**src/rtl/wb_pkg.sv**
```systemverilog
// Shared widths and write-port bundles for the writeback stage.
// No ports; imported by the interface, buffer slot and top.
package wb_pkg;
  localparam int DATA_W    = 32;
  localparam int VEC_LANES = 4;
  localparam int ADDR_W    = 5;
  localparam int VEC_W     = VEC_LANES * DATA_W;

  typedef struct packed {
    logic              en;
    logic [ADDR_W-1:0] addr;
    logic [DATA_W-1:0] data;
  } reg_wb_t;

  typedef struct packed {
    logic              en;
    logic [ADDR_W-1:0] addr;
    logic [VEC_W-1:0]  data;
  } vec_wb_t;
endpackage

```
**src/rtl/writeback_controller_if.sv**
```systemverilog
// Bundle of scalar/vector pipe results, hazard controls and RF ports.
// master: drives pipe results and controls; slave: the writeback stage.
interface writeback_controller_if;
  import wb_pkg::*;

  logic              stall_mem;
  logic              s_reg_wr_en;
  logic              s_vec_wr_en;
  logic [ADDR_W-1:0] s_wr_addr;
  logic [DATA_W-1:0] s_reg_data;
  logic [VEC_W-1:0]  s_vec_data;
  logic              v_reg_wr_en;
  logic              v_vec_wr_en;
  logic [ADDR_W-1:0] v_wr_addr;
  logic [DATA_W-1:0] v_reg_data;
  logic [VEC_W-1:0]  v_vec_data;
  logic              register_wb_sel;
  logic              vector_wb_sel;
  logic              buffer_register;
  logic              buffer_vector;
  logic              buffer_register_sel;
  logic              buffer_vector_sel;

  logic              rf_wr_en;
  logic [ADDR_W-1:0] rf_wr_addr;
  logic [DATA_W-1:0] rf_wr_data;
  logic              vf_wr_en;
  logic [ADDR_W-1:0] vf_wr_addr;
  logic [VEC_W-1:0]  vf_wr_data;
  logic              reg_buf_valid;
  logic              vec_buf_valid;
  logic              wb_error;

  modport master (
    output stall_mem, s_reg_wr_en, s_vec_wr_en,
    output s_wr_addr, s_reg_data, s_vec_data,
    output v_reg_wr_en, v_vec_wr_en,
    output v_wr_addr, v_reg_data, v_vec_data,
    output register_wb_sel, vector_wb_sel,
    output buffer_register, buffer_vector,
    output buffer_register_sel, buffer_vector_sel,
    input  rf_wr_en, rf_wr_addr, rf_wr_data,
    input  vf_wr_en, vf_wr_addr, vf_wr_data,
    input  reg_buf_valid, vec_buf_valid, wb_error
  );

  modport slave (
    input  stall_mem, s_reg_wr_en, s_vec_wr_en,
    input  s_wr_addr, s_reg_data, s_vec_data,
    input  v_reg_wr_en, v_vec_wr_en,
    input  v_wr_addr, v_reg_data, v_vec_data,
    input  register_wb_sel, vector_wb_sel,
    input  buffer_register, buffer_vector,
    input  buffer_register_sel, buffer_vector_sel,
    output rf_wr_en, rf_wr_addr, rf_wr_data,
    output vf_wr_en, vf_wr_addr, vf_wr_data,
    output reg_buf_valid, vec_buf_valid, wb_error
  );
endinterface

```
**src/rtl/wb_buffer_slot.sv**
```systemverilog
// One-entry side buffer for a deferred vector-pipe result.
// Ports: clk/rst, capture/drain controls, pipe_wr, entry in/out, err pulse.
// err is only computed when WB_PROTOCOL_CHECK_EN is defined.
module wb_buffer_slot
  import wb_pkg::*;
#(
  parameter int W = DATA_W
) (
  input  logic              clk,
  input  logic              rst,
  input  logic              capture,
  input  logic              drain,
  input  logic              pipe_wr,
  input  logic [ADDR_W-1:0] in_addr,
  input  logic [W-1:0]      in_data,
  output logic              valid,
  output logic [ADDR_W-1:0] addr,
  output logic [W-1:0]      data,
  output logic              err
);

  // capture wins over drain so a same-cycle
  // drain+capture leaves the new entry held
  always_ff @(posedge clk or posedge rst) begin
    if (rst) begin
      valid <= 1'b0;
      addr  <= '0;
      data  <= '0;
    end else if (capture) begin
      valid <= 1'b1;
      addr  <= in_addr;
      data  <= in_data;
    end else if (drain) begin
      valid <= 1'b0;
    end
  end

`ifdef WB_PROTOCOL_CHECK_EN
  logic overflow;
  logic underflow;
  logic lost;

  assign overflow  = capture & valid & ~drain;
  assign underflow = drain & ~valid;
  // port busy draining while the pipe has
  // a result that is not being buffered
  assign lost      = drain & pipe_wr & ~capture;
  assign err       = overflow | underflow | lost;
`else
  logic unused_pipe_wr;
  assign unused_pipe_wr = pipe_wr;
  assign err            = 1'b0;
`endif

endmodule

```
**src/rtl/writeback_controller.sv**
```systemverilog
// Writeback stage: arbitrates scalar-RF and vector-RF write ports.
// Ports: clk, rst (async high), bus (writeback_controller_if.slave).
// Optional WB_PROTOCOL_CHECK_EN enables the sticky wb_error check.
module writeback_controller
  import wb_pkg::*;
(
  input  logic                  clk,
  input  logic                  rst,
  writeback_controller_if.slave bus
);

  logic              r_valid;
  logic [ADDR_W-1:0] r_addr;
  logic [DATA_W-1:0] r_data;
  logic              r_err;
  logic              v_valid;
  logic [ADDR_W-1:0] v_addr;
  logic [VEC_W-1:0]  v_data;
  logic              v_err;

  wb_buffer_slot #(.W(DATA_W)) u_reg_slot (
    .clk     (clk),
    .rst     (rst),
    .capture (bus.buffer_register),
    .drain   (bus.buffer_register_sel),
    .pipe_wr (bus.v_reg_wr_en),
    .in_addr (bus.v_wr_addr),
    .in_data (bus.v_reg_data),
    .valid   (r_valid),
    .addr    (r_addr),
    .data    (r_data),
    .err     (r_err)
  );

  wb_buffer_slot #(.W(VEC_W)) u_vec_slot (
    .clk     (clk),
    .rst     (rst),
    .capture (bus.buffer_vector),
    .drain   (bus.buffer_vector_sel),
    .pipe_wr (bus.v_vec_wr_en),
    .in_addr (bus.v_wr_addr),
    .in_data (bus.v_vec_data),
    .valid   (v_valid),
    .addr    (v_addr),
    .data    (v_data),
    .err     (v_err)
  );

  reg_wb_t rf;
  vec_wb_t vf;

  always_comb begin
    rf = '0;
    if (rst) begin
      rf.en = 1'b0;
    end else if (bus.buffer_register_sel) begin
      rf = '{1'b1, r_addr, r_data};
    end else if (bus.register_wb_sel) begin
      rf = '{1'b1, bus.v_wr_addr, bus.v_reg_data};
    end else if (bus.s_reg_wr_en & ~bus.stall_mem) begin
      rf = '{1'b1, bus.s_wr_addr, bus.s_reg_data};
    end
  end

  always_comb begin
    vf = '0;
    if (rst) begin
      vf.en = 1'b0;
    end else if (bus.buffer_vector_sel) begin
      vf = '{1'b1, v_addr, v_data};
    end else if (bus.vector_wb_sel) begin
      vf = '{1'b1, bus.v_wr_addr, bus.v_vec_data};
    end else if (bus.s_vec_wr_en & ~bus.stall_mem) begin
      vf = '{1'b1, bus.s_wr_addr, bus.s_vec_data};
    end
  end

  assign bus.rf_wr_en      = rf.en;
  assign bus.rf_wr_addr    = rf.addr;
  assign bus.rf_wr_data    = rf.data;
  assign bus.vf_wr_en      = vf.en;
  assign bus.vf_wr_addr    = vf.addr;
  assign bus.vf_wr_data    = vf.data;
  assign bus.reg_buf_valid = r_valid;
  assign bus.vec_buf_valid = v_valid;

`ifdef WB_PROTOCOL_CHECK_EN
  logic err_q;

  always_ff @(posedge clk or posedge rst) begin
    if (rst) begin
      err_q <= 1'b0;
    end else if (r_err | v_err) begin
      err_q <= 1'b1;
    end
  end

  always_ff @(posedge clk) begin
    if (!rst && (r_err || v_err)) begin
      $error("writeback buffer protocol error r=%0b v=%0b",
             r_err, v_err);
    end
  end

  assign bus.wb_error = err_q;
`else
  logic unused_err;
  assign unused_err   = r_err | v_err;
  assign bus.wb_error = 1'b0;
`endif

endmodule

```
**src/flat_wrapper.sv**
```systemverilog
// flat-port wrapper written by rule: the top's interface ports become plain ports
module writeback_controller_flat import wb_pkg::*;
  (clk, rst, bus_stall_mem, bus_s_reg_wr_en, bus_s_vec_wr_en, bus_s_wr_addr, bus_s_reg_data, bus_s_vec_data, bus_v_reg_wr_en, bus_v_vec_wr_en, bus_v_wr_addr, bus_v_reg_data, bus_v_vec_data, bus_register_wb_sel, bus_vector_wb_sel, bus_buffer_register, bus_buffer_vector, bus_buffer_register_sel, bus_buffer_vector_sel, bus_rf_wr_en, bus_rf_wr_addr, bus_rf_wr_data, bus_vf_wr_en, bus_vf_wr_addr, bus_vf_wr_data, bus_reg_buf_valid, bus_vec_buf_valid, bus_wb_error);
  writeback_controller_if bus_i ();
  input  logic clk;
  input  logic rst;
  input wire logic [$bits(bus_i.stall_mem)-1:0] bus_stall_mem;
  input wire logic [$bits(bus_i.s_reg_wr_en)-1:0] bus_s_reg_wr_en;
  input wire logic [$bits(bus_i.s_vec_wr_en)-1:0] bus_s_vec_wr_en;
  input wire logic [$bits(bus_i.s_wr_addr)-1:0] bus_s_wr_addr;
  input wire logic [$bits(bus_i.s_reg_data)-1:0] bus_s_reg_data;
  input wire logic [$bits(bus_i.s_vec_data)-1:0] bus_s_vec_data;
  input wire logic [$bits(bus_i.v_reg_wr_en)-1:0] bus_v_reg_wr_en;
  input wire logic [$bits(bus_i.v_vec_wr_en)-1:0] bus_v_vec_wr_en;
  input wire logic [$bits(bus_i.v_wr_addr)-1:0] bus_v_wr_addr;
  input wire logic [$bits(bus_i.v_reg_data)-1:0] bus_v_reg_data;
  input wire logic [$bits(bus_i.v_vec_data)-1:0] bus_v_vec_data;
  input wire logic [$bits(bus_i.register_wb_sel)-1:0] bus_register_wb_sel;
  input wire logic [$bits(bus_i.vector_wb_sel)-1:0] bus_vector_wb_sel;
  input wire logic [$bits(bus_i.buffer_register)-1:0] bus_buffer_register;
  input wire logic [$bits(bus_i.buffer_vector)-1:0] bus_buffer_vector;
  input wire logic [$bits(bus_i.buffer_register_sel)-1:0] bus_buffer_register_sel;
  input wire logic [$bits(bus_i.buffer_vector_sel)-1:0] bus_buffer_vector_sel;
  output wire logic [$bits(bus_i.rf_wr_en)-1:0] bus_rf_wr_en;
  output wire logic [$bits(bus_i.rf_wr_addr)-1:0] bus_rf_wr_addr;
  output wire logic [$bits(bus_i.rf_wr_data)-1:0] bus_rf_wr_data;
  output wire logic [$bits(bus_i.vf_wr_en)-1:0] bus_vf_wr_en;
  output wire logic [$bits(bus_i.vf_wr_addr)-1:0] bus_vf_wr_addr;
  output wire logic [$bits(bus_i.vf_wr_data)-1:0] bus_vf_wr_data;
  output wire logic [$bits(bus_i.reg_buf_valid)-1:0] bus_reg_buf_valid;
  output wire logic [$bits(bus_i.vec_buf_valid)-1:0] bus_vec_buf_valid;
  output wire logic [$bits(bus_i.wb_error)-1:0] bus_wb_error;
  assign bus_i.stall_mem = bus_stall_mem;
  assign bus_i.s_reg_wr_en = bus_s_reg_wr_en;
  assign bus_i.s_vec_wr_en = bus_s_vec_wr_en;
  assign bus_i.s_wr_addr = bus_s_wr_addr;
  assign bus_i.s_reg_data = bus_s_reg_data;
  assign bus_i.s_vec_data = bus_s_vec_data;
  assign bus_i.v_reg_wr_en = bus_v_reg_wr_en;
  assign bus_i.v_vec_wr_en = bus_v_vec_wr_en;
  assign bus_i.v_wr_addr = bus_v_wr_addr;
  assign bus_i.v_reg_data = bus_v_reg_data;
  assign bus_i.v_vec_data = bus_v_vec_data;
  assign bus_i.register_wb_sel = bus_register_wb_sel;
  assign bus_i.vector_wb_sel = bus_vector_wb_sel;
  assign bus_i.buffer_register = bus_buffer_register;
  assign bus_i.buffer_vector = bus_buffer_vector;
  assign bus_i.buffer_register_sel = bus_buffer_register_sel;
  assign bus_i.buffer_vector_sel = bus_buffer_vector_sel;
  assign bus_rf_wr_en = bus_i.rf_wr_en;
  assign bus_rf_wr_addr = bus_i.rf_wr_addr;
  assign bus_rf_wr_data = bus_i.rf_wr_data;
  assign bus_vf_wr_en = bus_i.vf_wr_en;
  assign bus_vf_wr_addr = bus_i.vf_wr_addr;
  assign bus_vf_wr_data = bus_i.vf_wr_data;
  assign bus_reg_buf_valid = bus_i.reg_buf_valid;
  assign bus_vec_buf_valid = bus_i.vec_buf_valid;
  assign bus_wb_error = bus_i.wb_error;
  writeback_controller u_core (.clk(clk), .rst(rst), .bus(bus_i));
endmodule
```
**config.mk**
```make
export PLATFORM = sky130hd
export DESIGN_NAME = writeback_controller_flat
export DESIGN_NICKNAME = d
export VERILOG_FILES = /design/src/rtl/wb_pkg.sv /design/src/rtl/writeback_controller_if.sv /design/src/rtl/wb_buffer_slot.sv /design/src/rtl/writeback_controller.sv /design/src/flat_wrapper.sv
export SDC_FILE = /design/constraint.sdc
export NUM_CORES = 1
export LEC_CHECK = 0
export ABC_AREA = 1
export CAP_MARGIN = 0
export CELL_PAD_IN_SITES_DETAIL_PLACEMENT = 1
export CELL_PAD_IN_SITES_GLOBAL_PLACEMENT = 1
export CORE_MARGIN = 3
export CORE_UTILIZATION = 26
export CTS_CLUSTER_SIZE = 24
export DETAILED_ROUTE_END_ITERATION = 12
export MAX_ROUTING_LAYER = met4
export PLACE_DENSITY = 0.81
export SKIP_CTS_REPAIR_TIMING = 1
export SLEW_MARGIN = 10
export SYNTH_ARGS = -nofsm -noshare
export SYNTH_HDL_FRONTEND = slang
export SYNTH_HIERARCHICAL = 1
export SYNTH_SLANG_ARGS = --single-unit
```
**constraint.sdc**
```tcl
create_clock -name clk -period 4.65 [get_ports clk]
set_clock_uncertainty 0.2 [all_clocks]
set_input_delay 1.1625 -clock clk [delete_from_list [all_inputs] [get_ports clk]]
set_output_delay 1.1625 -clock clk [all_outputs]
set_load 0.01 [all_outputs]
```
After elaboration in Yosys (flattened, before gate mapping) --
Index checks and enable logic that the tools add are counted.
Word-level totals: bits in latches 0, register bits after elaboration 172, input port bits 343, memory bits (read-only) 0, RAM bits 0, word-level logic and storage cells 25, memories 0, output and inout bits 175
Operators by class: shift-type cells 0, reductions and logical operators 2, div/mod/pow operators 0, bitwise logic cells 3, $lt $le $gt $ge 0, add/sub/neg operators 0, eq/ne operators 0, multiplexer cells 14, multiply operators 0
Operator list (number):
- $mux W134 | 3
- $mux W133 | 1
- $mux W38 | 3
- $mux W37 | 1
- $mux W1 | 6
- $reduce_bool A2 Y1 | 2
- $and A1 B1 Y1 | 2
- $not A1 Y1 | 1

Logic depth before layout (Yosys ltp) --
Gate-level depths: netlist of run 1.
word-level depth 6, gate-level depth with buffers 6, depth with buffers taken out 4

Hierarchy --
The synthesis of run 1 kept the hierarchy.
By module, submodules not included:
- wb_buffer_slot (u_core.u_vec_slot) | instances 1, cells an instance 569, seq. area each 3353.2 um^2, area each 5094.9 um^2
- writeback_controller | instances 1, cells an instance 1140, seq. area each 0.0 um^2, area each 5042.3 um^2
- wb_buffer_slot (u_core.u_reg_slot) | instances 1, cells an instance 164, seq. area each 950.9 um^2, area each 1488.9 um^2

Worst setup path after synthesis of run 1 --
No wires, ideal clock.
path kind input to output, from input bus_vector_wb_sel, to output bus_vf_wr_data[36], path slack 1318 ps, buffers on the path 3, stages on the path 6, required time 3288 ps, arrival 1969 ps, cells stage by stage buf_2 -> buf_2 -> buf_2 -> nor2_1 -> nand2_1 -> a21oi_1
On the way: longest elaborated chain between the ends 3
RTL lines:
- start, declared | RTL line flat_wrapper.sv:19 | input wire logic [$bits(bus_i.vector_wb_sel)-1:0] bus_vector_wb_sel;
- $mux W134 | RTL line writeback_controller.sv:71 | end else if (bus.vector_wb_sel) begin
- $mux W134 | RTL line writeback_controller.sv:69 | end else if (bus.buffer_vector_sel) begin
- $mux W133 | RTL line writeback_controller.sv:67 | if (rst) begin
- end, declared | RTL line flat_wrapper.sv:29 | output wire logic [$bits(bus_i.vf_wr_data)-1:0] bus_vf_wr_data;
Every way passes these cells.

Worst setup path after layout of run 1 --
from input bus_s_vec_wr_en, to output bus_vf_wr_data[85]
On the way: longest elaborated chain between the ends 5
RTL lines:
- start, declared | RTL line flat_wrapper.sv:9 | input wire logic [$bits(bus_i.s_vec_wr_en)-1:0] bus_s_vec_wr_en;
- $and A1 B1 Y1 | RTL line writeback_controller.sv:73 | end else if (bus.s_vec_wr_en & ~bus.stall_mem) begin
- $mux W134 | RTL line writeback_controller.sv:73
- $mux W134 | RTL line writeback_controller.sv:71
- $mux W134 | RTL line writeback_controller.sv:69
- $mux W133 | RTL line writeback_controller.sv:67
Every way passes these cells.

==> results of run 1 <==
registers in the layout, indices dropped and copies added (netlist names):
name                     count
u_core/u_vec_slot/data     128
u_core/u_reg_slot/data      32
u_core/u_reg_slot/addr       5
u_core/u_vec_slot/addr       5
u_core/u_reg_slot/valid      1
u_core/u_vec_slot/valid      1
worst min-delay path by stage:
stage,start,to
detailed placement,u_core/u_vec_slot/data[21],u_core/u_vec_slot/data[21]
finish,u_core/u_vec_slot/data[19],u_core/u_vec_slot/data[19]
CTS,u_core/u_vec_slot/data[21],u_core/u_vec_slot/data[21]
global placement,u_core/u_reg_slot/data[28],u_core/u_reg_slot/data[28]
global route,u_core/u_vec_slot/data[19],u_core/u_vec_slot/data[19]
floorplan,u_core/u_reg_slot/addr[0],u_core/u_reg_slot/addr[0]
routing by layer:
layer  share of wire (%)  global-route usage (%)
met2                  49                    37.6
met1                  42                    26.7
met5                   0                       -
met4                 3.0                    7.91
met3                 6.3                    5.36
layout make-up:
cell class / count / area, um2 / share of cell area [%]
clock inverters: 7 / 115 / 0.644
flip-flops and latches: 172 / 4300 / 24.1
clock buffers: 23 / 468 / 2.62
inverters: 178 / 679 / 3.80
diodes: 2 / 5.00 / 0.0280
well taps: 585 / 732 / 4.10
repair buffers: 564 / 5770 / 32.3
multi-input cells: 1371 / 5800 / 32.4
where the power goes:
part	total (mW)	switching, mW	internal, mW
clock network	1.50	0.637	0.867
registers	1.70	0.0682	1.63
logic	1.32	0.668	0.653
worst max-delay path, delay by kind of cell:
family,cells,cell delay [ps]
and+or+nand+nor,2,260
buffers and inverters,5,1510
AOI/OAI and AO/OA,1,200
stage by stage:
step                total power, mW  setup slack, ps  cell area (um2)  util [%]  cells
finish                         4.52              113            17900      41.0   2902
global route                   4.76             31.6            17900      41.0   2902
CTS                            4.58             70.3            17800      40.9   2898
detailed placement             3.04              110            17200      39.6   2868
global placement               3.00              104            17200      39.6   2868
floorplan                      2.29             1320            11600         -   1869
cell usage in the layout (no fill, tap or decap), drive strengths merged:
cell,count
a21oi,342
buf,52
bufinv,3
clkbuf,25
clkdlybuf4s50,510
clkinv,2
clkinvlp,3
conb,1
dfrtp,172
diode,2
inv,177
nand2,684
nor2,174
o21ai,170
==> qor.yml, run 1 <==
syn-instance-count: 1869
ir_drop_mv: 0.169
clock-root-buffer: "clkbuf_16"
hold_class: "reg2reg"
dp.final_hpwl_mm: 38.0
cp.arrival_ps: 3170
cts.clk_slew.worst_paths_ps: 60
gp_congestion: 0.905
reg2reg_from: "u_core/u_reg_slot/data[19]"
finalSetupTns_ps: 0
syn2layout_area_growth_pct: 54.0
io_pins: 518
required_ps: 3290
coreArea_um2: 43600
crit_end: "bus_vf_wr_data[85]"
fin_nets: 2647
cap_violations: 0
crit_start: "bus_s_vec_wr_en"
vias_per_cell: 4.83
n_fill_cell: 5580
fin_hold_ws_ps: 268
holdPathStages: 2
synth_area_um2: 11600
rows: 76
crit_type: "in2out"
drive_gt1_share_pct: 3.76
path_cells: "clkdlybuf4s50_1 > inv_1 > nor2_4 > buf_12 > buf_12 > nand2_1 > a21oi_1 > clkdlybuf4s50_1"
worstSetupStartpointType: "input port"
leakage_nw: 8.29
power_density_nw_per_um2: 253
start_util_pct: 26.6
cts_buffers: 17
fp.dieW_um: 217
first_pass_iters: 5
rsz0062_at_grt: "no"
grt_pass1_vias: 14699
grt_pass1_wl_mm: 82.1
ant_nets: 0
tritoncts: "built"
syn_nets: 2212
hold_viol: 0
setup_viol: 0
r2r_cells: 2
overflow: 0
drc: 0
grt_max_degree: 79
slew_violations: 0
period_needed_ps: 4540
antenna_found_initial: 2
ys_warn_count: 6
htreeDepth: 4
vias: 14031
tightest_slew_ps: 995
fmax_mhz: 220
cpPeakStageDelay_ps: 590
avgSynthCellArea_um2: 6.21
die_h_um: 217
place.port_buffers: 514
clk_path_buf_depth: 2
fin_crit_sh_pct: 97.6
clock_latency_ps: 450
wl_mm: 53.3
grt_usage_pct: 22.5
status: "finished clean"
dieArea_um2: 47200
drtIter0Drc: 741
cts_sinks: 172
rr_endpoint: "u_core/u_reg_slot/data[19]"
setup.worst_path.end_class: "output port"
relSlewSlack_pct: 33.6
crit_path_max_fanout: 26
detail_route.wl_per_cell_um: 18.4
rrSetupSlack_ps: 3800
worst_path_max_delay_cell: "clkdlybuf4s50_1"
No activity file was read; power rests on OpenSTA's default activity.
==> run 2, diff against run 1 <==
--- a/config.mk
+++ b/config.mk
@@ -11,7 +11,7 @@
 export CELL_PAD_IN_SITES_GLOBAL_PLACEMENT = 1
 export CORE_MARGIN = 3
 export CORE_UTILIZATION = 26
-export CTS_CLUSTER_SIZE = 24
+export CTS_CLUSTER_SIZE = 12
 export DETAILED_ROUTE_END_ITERATION = 12
 export MAX_ROUTING_LAYER = met4
 export PLACE_DENSITY = 0.81
==> results of run 2 <==
No change in the layout: final DEF, timing and power equal those of run 1.
